## src/rtl/cordic_pkg.sv

```systemverilog
// Shared types and constants for the CORDIC vectoring engine.
package cordic_pkg;

    typedef enum logic [1:0] {
        ST_IDLE   = 2'd0,
        ST_ROTATE = 2'd1,
        ST_DONE   = 2'd2
    } state_t;

    localparam int unsigned PHASE_W  = 32;
    localparam int unsigned MAX_ITER = 16;
    localparam int unsigned IDX_W    = $clog2(MAX_ITER);

    // Fractional guard bits carried below the integer LSB of x/y.
    localparam int unsigned FRAC_W   = 12;

    localparam logic signed [PHASE_W-1:0] PI_Q29      = 32'sh6487ED51;
    localparam logic signed [PHASE_W-1:0] HALF_PI_Q29 = 32'sh3243F6A9;

endpackage

```

## src/rtl/cordic_atan_rom.sv

```systemverilog
// Elementary angle table: atan(2^-k) in Q3.29, rounded to nearest.
module cordic_atan_rom
    import cordic_pkg::*;
(
    input  logic [IDX_W-1:0]   i_idx,
    output logic [PHASE_W-1:0] o_atan_c
);

    always_comb begin
        o_atan_c = '0;
        case (i_idx)
            4'd0:  o_atan_c = 32'h1921FB54;
            4'd1:  o_atan_c = 32'h0ED63383;
            4'd2:  o_atan_c = 32'h07D6DD7E;
            4'd3:  o_atan_c = 32'h03FAB753;
            4'd4:  o_atan_c = 32'h01FF55BB;
            4'd5:  o_atan_c = 32'h00FFEAAE;
            4'd6:  o_atan_c = 32'h007FFD55;
            4'd7:  o_atan_c = 32'h003FFFAB;
            4'd8:  o_atan_c = 32'h001FFFF5;
            4'd9:  o_atan_c = 32'h000FFFFF;
            4'd10: o_atan_c = 32'h00080000;
            4'd11: o_atan_c = 32'h00040000;
            4'd12: o_atan_c = 32'h00020000;
            4'd13: o_atan_c = 32'h00010000;
            4'd14: o_atan_c = 32'h00008000;
            4'd15: o_atan_c = 32'h00004000;
        endcase
    end

endmodule

```

## src/rtl/cordic_vector_engine.sv

```systemverilog
// Iterative CORDIC vectoring engine: one micro-rotation per cycle, producing
// magnitude (with CORDIC gain) and atan2 phase for a complex I/Q sample.
module cordic_vector_engine
    import cordic_pkg::*;
#(
    parameter int unsigned DATA_W = 16,
    parameter int unsigned ITER   = 16
) (
    input  logic                      clock,
    input  logic                      reset_n,
    input  logic                      in_valid,
    output logic                      in_ready,
    input  logic signed [DATA_W-1:0]  in_i,
    input  logic signed [DATA_W-1:0]  in_q,
    output logic                      out_valid,
    input  logic                      out_ready,
    output logic [DATA_W+1:0]         out_mag,
    output logic signed [PHASE_W-1:0] out_phase
);

    localparam int unsigned EXT_W = DATA_W + 2;
    localparam int unsigned XW    = EXT_W + FRAC_W;
    localparam logic [IDX_W-1:0] LAST_K   = IDX_W'(ITER - 1);
    localparam logic [XW-1:0]    MAG_HALF = XW'(1) << (FRAC_W - 1);

    state_t                    r_state,     w_state_nxt;
    logic                      r_live;
    logic signed [XW-1:0]      r_x,         w_x_nxt;
    logic signed [XW-1:0]      r_y,         w_y_nxt;
    logic signed [PHASE_W-1:0] r_z,         w_z_nxt;
    logic [IDX_W-1:0]          r_k,         w_k_nxt;
    logic                      r_zero,      w_zero_nxt;
    logic                      r_out_valid, w_out_valid_nxt;
    logic [EXT_W-1:0]          r_mag,       w_mag_nxt;
    logic signed [PHASE_W-1:0] r_phase,     w_phase_nxt;

    logic signed [XW-1:0]      w_i_ext;
    logic signed [XW-1:0]      w_q_ext;
    logic signed [XW-1:0]      w_x_shr;
    logic signed [XW-1:0]      w_y_shr;
    logic signed [XW-1:0]      w_x_rot;
    logic signed [XW-1:0]      w_y_rot;
    logic signed [PHASE_W-1:0] w_z_rot;
    logic [PHASE_W-1:0]        w_atan;
    logic                      w_accept;

    cordic_atan_rom u_atan_rom (
        .i_idx    (r_k),
        .o_atan_c (w_atan)
    );

    assign w_i_ext = {{2{in_i[DATA_W-1]}}, in_i, {FRAC_W{1'b0}}};
    assign w_q_ext = {{2{in_q[DATA_W-1]}}, in_q, {FRAC_W{1'b0}}};

    // r_live keeps in_ready low until the first edge after reset release.
    assign in_ready = r_live && ((r_state == ST_IDLE) ||
                                 ((r_state == ST_DONE) && out_ready));
    assign w_accept = in_valid && in_ready;

    assign out_valid = r_out_valid;
    assign out_mag   = r_mag;
    assign out_phase = r_phase;

    assign w_x_shr = r_x >>> r_k;
    assign w_y_shr = r_y >>> r_k;

    // One micro-rotation driving y toward zero, using pre-update x and y.
    always_comb begin
        if (!r_y[XW-1]) begin
            w_x_rot = r_x + w_y_shr;
            w_y_rot = r_y - w_x_shr;
            w_z_rot = r_z + $signed(w_atan);
        end else begin
            w_x_rot = r_x - w_y_shr;
            w_y_rot = r_y + w_x_shr;
            w_z_rot = r_z - $signed(w_atan);
        end
    end

    always_comb begin
        w_state_nxt     = r_state;
        w_x_nxt         = r_x;
        w_y_nxt         = r_y;
        w_z_nxt         = r_z;
        w_k_nxt         = r_k;
        w_zero_nxt      = r_zero;
        w_out_valid_nxt = r_out_valid;
        w_mag_nxt       = r_mag;
        w_phase_nxt     = r_phase;

        case (r_state)
            ST_ROTATE: begin
                w_x_nxt = w_x_rot;
                w_y_nxt = w_y_rot;
                w_z_nxt = w_z_rot;
                w_k_nxt = r_k + IDX_W'(1);
                if (r_k == LAST_K) begin
                    w_state_nxt     = ST_DONE;
                    w_out_valid_nxt = 1'b1;
                    w_mag_nxt       = r_zero ? '0 :
                        EXT_W'(($unsigned(w_x_rot) + MAG_HALF) >> FRAC_W);
                    w_phase_nxt     = r_zero ? '0 : w_z_rot;
                end
            end
            ST_DONE: begin
                if (out_ready) begin
                    w_out_valid_nxt = 1'b0;
                    w_state_nxt     = ST_IDLE;
                end
            end
            default: ;
        endcase

        // Quadrant pre-rotation folds the left half-plane onto the right.
        if (w_accept) begin
            w_state_nxt = ST_ROTATE;
            w_k_nxt     = '0;
            w_zero_nxt  = (in_i == '0) && (in_q == '0);
            if (in_i[DATA_W-1]) begin
                w_x_nxt = -w_i_ext;
                w_y_nxt = -w_q_ext;
                w_z_nxt = in_q[DATA_W-1] ? -PI_Q29 : PI_Q29;
            end else begin
                w_x_nxt = w_i_ext;
                w_y_nxt = w_q_ext;
                w_z_nxt = '0;
            end
        end
    end

    always_ff @(posedge clock or negedge reset_n) begin
        if (!reset_n) begin
            r_state     <= ST_IDLE;
            r_live      <= 1'b0;
            r_x         <= '0;
            r_y         <= '0;
            r_z         <= '0;
            r_k         <= '0;
            r_zero      <= 1'b0;
            r_out_valid <= 1'b0;
            r_mag       <= '0;
            r_phase     <= '0;
        end else begin
            r_state     <= w_state_nxt;
            r_live      <= 1'b1;
            r_x         <= w_x_nxt;
            r_y         <= w_y_nxt;
            r_z         <= w_z_nxt;
            r_k         <= w_k_nxt;
            r_zero      <= w_zero_nxt;
            r_out_valid <= w_out_valid_nxt;
            r_mag       <= w_mag_nxt;
            r_phase     <= w_phase_nxt;
        end
    end

endmodule
```

## config.mk

```make
export PLATFORM = sky130hd
export DESIGN_NAME = cordic_vector_engine
export DESIGN_NICKNAME = d
export VERILOG_FILES = /design/src/rtl/cordic_pkg.sv /design/src/rtl/cordic_atan_rom.sv /design/src/rtl/cordic_vector_engine.sv
export SDC_FILE = /design/constraint.sdc
export NUM_CORES = 1
export LEC_CHECK = 0
export ABC_AREA = 1
export CORE_ASPECT_RATIO = 1.4
export CORE_MARGIN = 1.5
export CORE_UTILIZATION = 55
export DETAILED_ROUTE_END_ITERATION = 16
export PLACE_DENSITY_LB_ADDON = 0.12
export SLEW_MARGIN = 15
export SYNTH_ARGS = -nofsm -noshare
export SYNTH_HDL_FRONTEND = slang
export SYNTH_SLANG_ARGS = --single-unit
```

## constraint.sdc

```tcl
create_clock -name clock -period 5.7 [get_ports clock]
set_clock_uncertainty 0.1 [all_clocks]
set_input_delay 1.14 -clock clock [delete_from_list [all_inputs] [get_ports clock]]
set_output_delay 1.14 -clock clock [all_outputs]
set_load 0.02 [all_outputs]
```

==> Word level (Yosys, flattened, before mapping) <==
Memories as Yosys holds them, arrays and structs flattened.
Index checks and enable logic that the tools add are counted.
{ "totals": {"register_bits": 151, "latchBits": 0, "ram_bits": 0, "mem_bits_ro": 464, "input_bits": 36, "out_inout_bits": 52, "elab_cells": 68, "mem_count": 1} }
{ "memory_table": {"columns": ["name", "depth", "width", "read_ports", "rd_ports_with_merged_regs", "write_ports", "line_no", "rtl"], "rows": [
  ["(no name shown)", 16, 29, 1, 0, 0, "cordic_atan_rom.sv:11", "case (i_idx)"]
]} }
{ "op_classes": {"addsub": 10, "multipliers": 0, "div": 0, "n_lt_le_gt_ge": 0, "eq_ne": 7, "shift": 2, "mux": 24, "n_bitwise": 0, "reduce_logical": 14} }
{ "op_table": {"columns": ["cell", "n"], "rows": [
  ["$mux 30", 8],
  ["$mux 32", 6],
  ["$add 30x30->30", 2],
  ["$neg 28->30", 2],
  ["$sshr 30x4->30", 2],
  ["$sub 30x30->30", 2],
  ["$add 32x32->32", 1],
  ["$logic_not 16->1", 2],
  ["$sub 32x32->32", 1],
  ["$add 30x12->30 const B", 1],
  ["$mux 18", 1],
  ["$mux 4", 2],
  ["$mux 2", 3],
  ["$ne 3x3->1 const B", 2],
  ["$reduce_and 3->1", 2],
  ["$add 4x1->4 const B", 1],
  ["$eq 4x4->1 const B", 1],
  ["$logic_and 1x1->1", 4],
  ["$ne 2x2->1 const B", 2],
  ["$pmux 2 s2", 1],
  ["$reduce_bool 2->1", 2],
  ["$reduce_bool 3->1", 1],
  ["$eq 2x1->1 const B", 1],
  ["$eq 2x2->1 const B", 1],
  ["5 further kinds", 6]
]} }

==> Depth between registers and ports, before layout <==
{ "logic_depth": {"depth_word": 7, "depth_mapped": 35, "ltp_nobuf": 33} }

==> Cells and area by module <==
A second synthesis with hierarchy kept.
{ "hier_totals": {"hier_cells": 3060, "hier_area_um2": 18464.0} }
{ "by_module_without_submodules": {"columns": ["module", "n_inst", "cells_per_inst", "area_each_um2", "seq_area_each_um2"], "rows": [
  ["cordic_vector_engine", 1, 2967, 17953.5, 3778.6],
  ["cordic_atan_rom", 1, 93, 510.5, 0.0]
]} }

==> Worst setup path after synthesis <==
Ideal clock, no wire load.
{ "synth_path": {"path_type": "reg-to-reg", "from": "register r_k[0]", "to": "register r_mag[17], in the netlist out_mag[17]", "setup_time_ns": 0.117, "arrival_ns": 3.996, "required_ns": 5.483, "path_slack_ns": 1.486, "path_stages_with_launch": 30, "path_buffers": 2, "period_less_slack_ns": 4.214, "cell_sequence": "dfrtp_1 > buf_6 > buf_6 > o21ai_1 > nand2_1 > nand3_1 > nand3_1 > nand2_1 > nand2_1 > nor2_1 > nand2_1 > o31ai_1 > nand2_1 > xor2_1 > ha_1 > nand2_1 > o21ai_0 > inv_1 > nand2_1 > xor2_1 > ha_1 > nand3_1 > nor2_1 > nand2_1 > nor2_1 > nand3_1 > nor2_1 > nand2_1 > nand3_1 > nand2_1"} }
{ "synth_via": {"elab_chain_cells": 5, "elab_cells_between_ends": 8} }
{ "synth_rtl": {"columns": ["item", "line_no", "rtl"], "rows": [
  ["start, declared", "cordic_vector_engine.sv:31", "logic [IDX_W-1:0] r_k, w_k_nxt;"],
  ["start signal, assigned", "cordic_vector_engine.sv:149", "r_k <= w_k_nxt;"],
  ["$sshr 30x4->30", "cordic_vector_engine.sv:65", "assign w_y_shr = r_y >>> r_k;"],
  ["$add 30x30->30 or $sub 30x30->30 (tied branches)", "cordic_vector_engine.sv:70, cordic_vector_engine.sv:74", null],
  ["$mux 30", "cordic_vector_engine.sv:69", "if (!r_y[XW-1]) begin"],
  ["$add 30x12->30", "cordic_vector_engine.sv:101", "EXT_W'(($unsigned(w_x_rot) + MAG_HALF) >> FRAC_W);"],
  ["$mux 18", "cordic_vector_engine.sv:100", "w_mag_nxt = r_zero ? '0 :"],
  ["end signal, assigned", "cordic_vector_engine.sv:152", "r_mag <= w_mag_nxt;"],
  ["end, declared", "cordic_vector_engine.sv:34", "logic [EXT_W-1:0] r_mag, w_mag_nxt;"]
]} }
Parallel ways exist; a longest one is shown, timed or not.
A chain may end at the register's enable or synchronous reset.

==> Worst setup path after layout <==
{ "layout_path": {"from": "register r_k[0]", "to": "register r_mag[11], in the netlist out_mag[11]"} }
Same word-level chain as after synthesis.

==> metrics.md <==
| Metric | Value |
|---|---|
| DP Area | `between 15000 and 20000 um^2` |
| Top cells by area in the synthesized netlist | `dfrtp_1 (22%), nand2_1 (19%), nand3_1 (9.0%), ha_1 (7.3%), inv_1 (5.5%)` |
| Reg area | `3780 um^2` |
| GRT Overall Usage | `38.0%` |
| Hpwl dp | `47100 um` |
| I/O Pins | `between 80 and 90` |
| Largest net degree at the start of global routing | `74` |
| Gpl congestion | `0.987` |
| Critical R2R Launch | `r_k[0]` |
| Kind of critical path | `register to register` |
| 1st-pass router iterations | `6` |
| Critical-path maximum fanout | `37` |
| Final Max Tran Viols | `0` |
| Vias per cell | `6.03` |
| Crit path depth | `27` |
| Setup TNS | `0 ps` |
| CTS tree | `done` |
| Seq/Total Area, Yosys | `around 22%` |
| Power Total | `2.37 mW` |
| Vias post-DR | `19400` |
| Clock Latency Late Sink | `460 ps` |
| Final std cells w/o fill | `around 3200` |
| Area leader, netlist | `dfrtp_1` |
| Detail Route Antenna Nets | `0` |
| Post-synth EDFFs | `0` |
| Slowest CP cell | `dfrtp_4` |
| Final Setup Violations | `0` |
| Core area | `30600 um^2` |
| Slowest stage delay, CP | `610 ps` |
| Sequential Power Share | `45.2%` |
| Wirelength, routed | `61400 um` |
| Top cell type's share of synthesized area | `around 22%` |
| Rel. slew slack | `24.4%` |
| Power per standard cell area | `125 nW/um^2` |
| Initial DRC Count | `1658` |
| Total die area | `around 32000 um^2` |
| Maxcap violations | `0` |
| P_int | `1.78 mW` |
| Status | `finished, final reports clean` |
| Synth-to-Final Area Change | `10.8%` |
| Post-synth ARST share | `100%` |
| Filler Cell Count | `3013` |
| I/O Buffers | `87` |
| Critical Path Most Common Cell | `nand2_1` |
| Tmin final | `roughly 5200 ps` |
| H-tree levels | `4` |
| Class of the worst hold path | `register to register` |
| R2r worst-path depth | `27` |
| Die extent in y | `211 um` |
| Distinct cells, synth | `56` |
| Synthesis-stage register bit count | `approximately 150` |
| CTS buffer count | `17` |
| Syn_area_per_cell | `slightly above 6 um^2` |
| Fmax | `roughly 0.19 GHz` |
| Footprint of the multi-input gates | `11800 um^2` |
| NumNets Final | `2952` |
| Crit path to | `out_mag[11]` |
| Clk pwr share | `roughly half` |
| R2R Setup Slk | `470 ps` |
| First-pass GRT wire length | `between 90000 and 100000 um` |
| Top cells by count, synth | `nand2_1 (856), nand3_1 (308), inv_1 (250)` |
| Critical Path Start Type | `register` |
| Period utilisation layout | `91.8%` |
| Antenna violations before repair | `1` |
| CTS Sinks | `between 150 and 200` |
| Slew @ Worst Pin | `1130 ps` |
| Synth warn | `0` |
| CP arrival | `5480 ps` |
| Critical Path End Type | `register` |
| Cell area after synthesis | `approximately 17000 um^2` |
| Clock Pin Slew Worst Setup and Hold Paths | `70 ps` |
| Fin. Hold Viols | `0` |
| Most common cell in the synthesized netlist | `nand2_1` |
| Worst VDD drop | `157 uV` |
| Final instance area | `between 15000 and 20000 um^2` |
| Prevailing post-synth register cell | `dfrtp_1` |
| Combinational fraction of design power | `3.8%` |
| Die Wd | `about 150 um` |
| RSZ-0062 raised after global routing | `false` |
| Crit path buf inv count | `2` |
| Clk buf depth | `2` |
| Syn Nets | `about 2900` |
| Leakage power | `a little under 10 nW` |
| Root cell of the clock tree | `clkbuf_16` |
| Wirelength per Cell | `19.1 um` |
| CP delay by family, top | `simple AND/OR/NAND/NOR gates` |
| FP Rows | `76` |
| R2r endpoint | `out_mag[11]` |
| Vias in the first global route | `~19000` |
| Switch share | `approximately a quarter` |
| Share of cells above drive strength 1 | `5.03%` |
| Synth Instances | `between 2000 and 3000` |
| Psw | `0.590 mW` |
| Post-Place Cells | `3183` |
| DRC violations left | `0` |
| Gr ovfl total | `0` |
| Initial Util | `55.7%` |
| CP Launch Point | `r_k[0]` |
| Req. time, crit path | `5950 ps` |
## worst register-to-register path: cells and delay by family (launching register included)
kind / cells / cell delay, ps
and+or+nand+nor: 16 / 1970
buffers and inverters: 2 / 330
DFF: 1 / 610
xor gates and xnor gates: 2 / 370
adders and majority gates: 3 / 820
AOI/OAI and AO/OA: 4 / 920
## through the flow
stage,worst slack (ps),hold slack (ps),utilization (%)
6_report,470,378,61.7
5_1_grt,2.79,404,61.7
4_1_cts,335,383,61.5
3_5_place_dp,362,364,59.5
3_3_place_gp,486,363,59.5
2_1_floorplan,1490,352,-
## layout make-up
type	instances	area share [%]
inverters	259	5.17
flip-flops and latches	151	20.0
clock inverters	12	0.761
repair buffers	127	6.49
diodes	1	0.0132
clock buffers	19	2.40
multi-input cells	2257	62.6
well taps	390	2.58
## power groups by stage
stage / combinational (mW) / sequential (mW) / clock (mW)
after floorplan: 0.0297 / 1.09 / 0
after global routing: 0.102 / 1.07 / 1.25
after detailed placement: 0.0911 / 1.09 / 0
after global placement: 0.0882 / 1.09 / 0
after CTS: 0.0911 / 1.07 / 1.21
final: 0.0909 / 1.07 / 1.21
## repair_timing
item,4_1_cts,5_1_grt
setup buffers,0,0
resized for setup,0,12
hold buffers,0,0
endpoints found under the setup margin,0,11
## placed cells by master, fill, tap and decap left out, drive strengths merged, types with 6 or more instances in the layout
| master | Yosys | final |
|---|---|---|
| xor2 | 79 | 79 |
| buf | 54 | 40 |
| ha | 100 | 100 |
| nand3 | 311 | 311 |
| inv | 258 | 261 |
| a21o | 7 | 7 |
| nand2 | 857 | 857 |
| or2 | 22 | 22 |
| nand3b | 8 | 8 |
| clkdlybuf4s50 | 0 | 86 |
| a31oi | 20 | 20 |
| xnor2 | 52 | 52 |
| nor4 | 8 | 8 |
| clkbuf | 47 | 20 |
| o21ai | 201 | 201 |
| clkinv | 1 | 6 |
| dfrtp | 151 | 151 |
| nor2 | 234 | 234 |
| o211ai | 36 | 36 |
| nor3 | 40 | 40 |
| a21oi | 168 | 168 |
| o21bai | 13 | 13 |
| o22ai | 14 | 14 |
| o221ai | 8 | 8 |
| o31ai | 8 | 8 |
| nand4 | 32 | 32 |
## per-layer routing
metal	share of wire (%)	wire (um)	GRT usage, %
met4	7.1	4370	27.3
met3	5.7	3510	5.20
met1	39	23900	42.5
met5	0	0	0
met2	48	29600	66.4
## logic make-up after synthesis
| group | synth area share, % |
|---|---|
| AO/OA/AOI/OAI | 16.9 |
| XOR/XNOR | 6.73 |
| adder cells (fa/ha/maj) | 7.69 |
| buffers and inverters | 8.73 |
| flip-flops | 22.2 |
| other | 0.0220 |
| AND/OR/NAND/NOR | 37.8 |
## flip-flops by register name, indices dropped and copies added, names as in the netlist
signal     count
r_x           30
out_phase     32
out_mag       18
r_z           32
out_valid      1
r_k            4
r_zero         1
r_live         1
r_state        2
r_y           30
## worst min-delay path by stage
stage,startpoint,endpoint,slack (ps),depth (start not counted)
floorplan,r_zero,r_zero,350,2
global placement,out_phase[28],out_phase[28],360,2
detailed placement,out_phase[30],out_phase[30],360,2
CTS,out_phase[30],out_phase[30],380,2
global route,out_mag[4],out_mag[4],400,2
finish,out_phase[29],out_phase[29],380,2
Power figures use the tool's default switching activity.
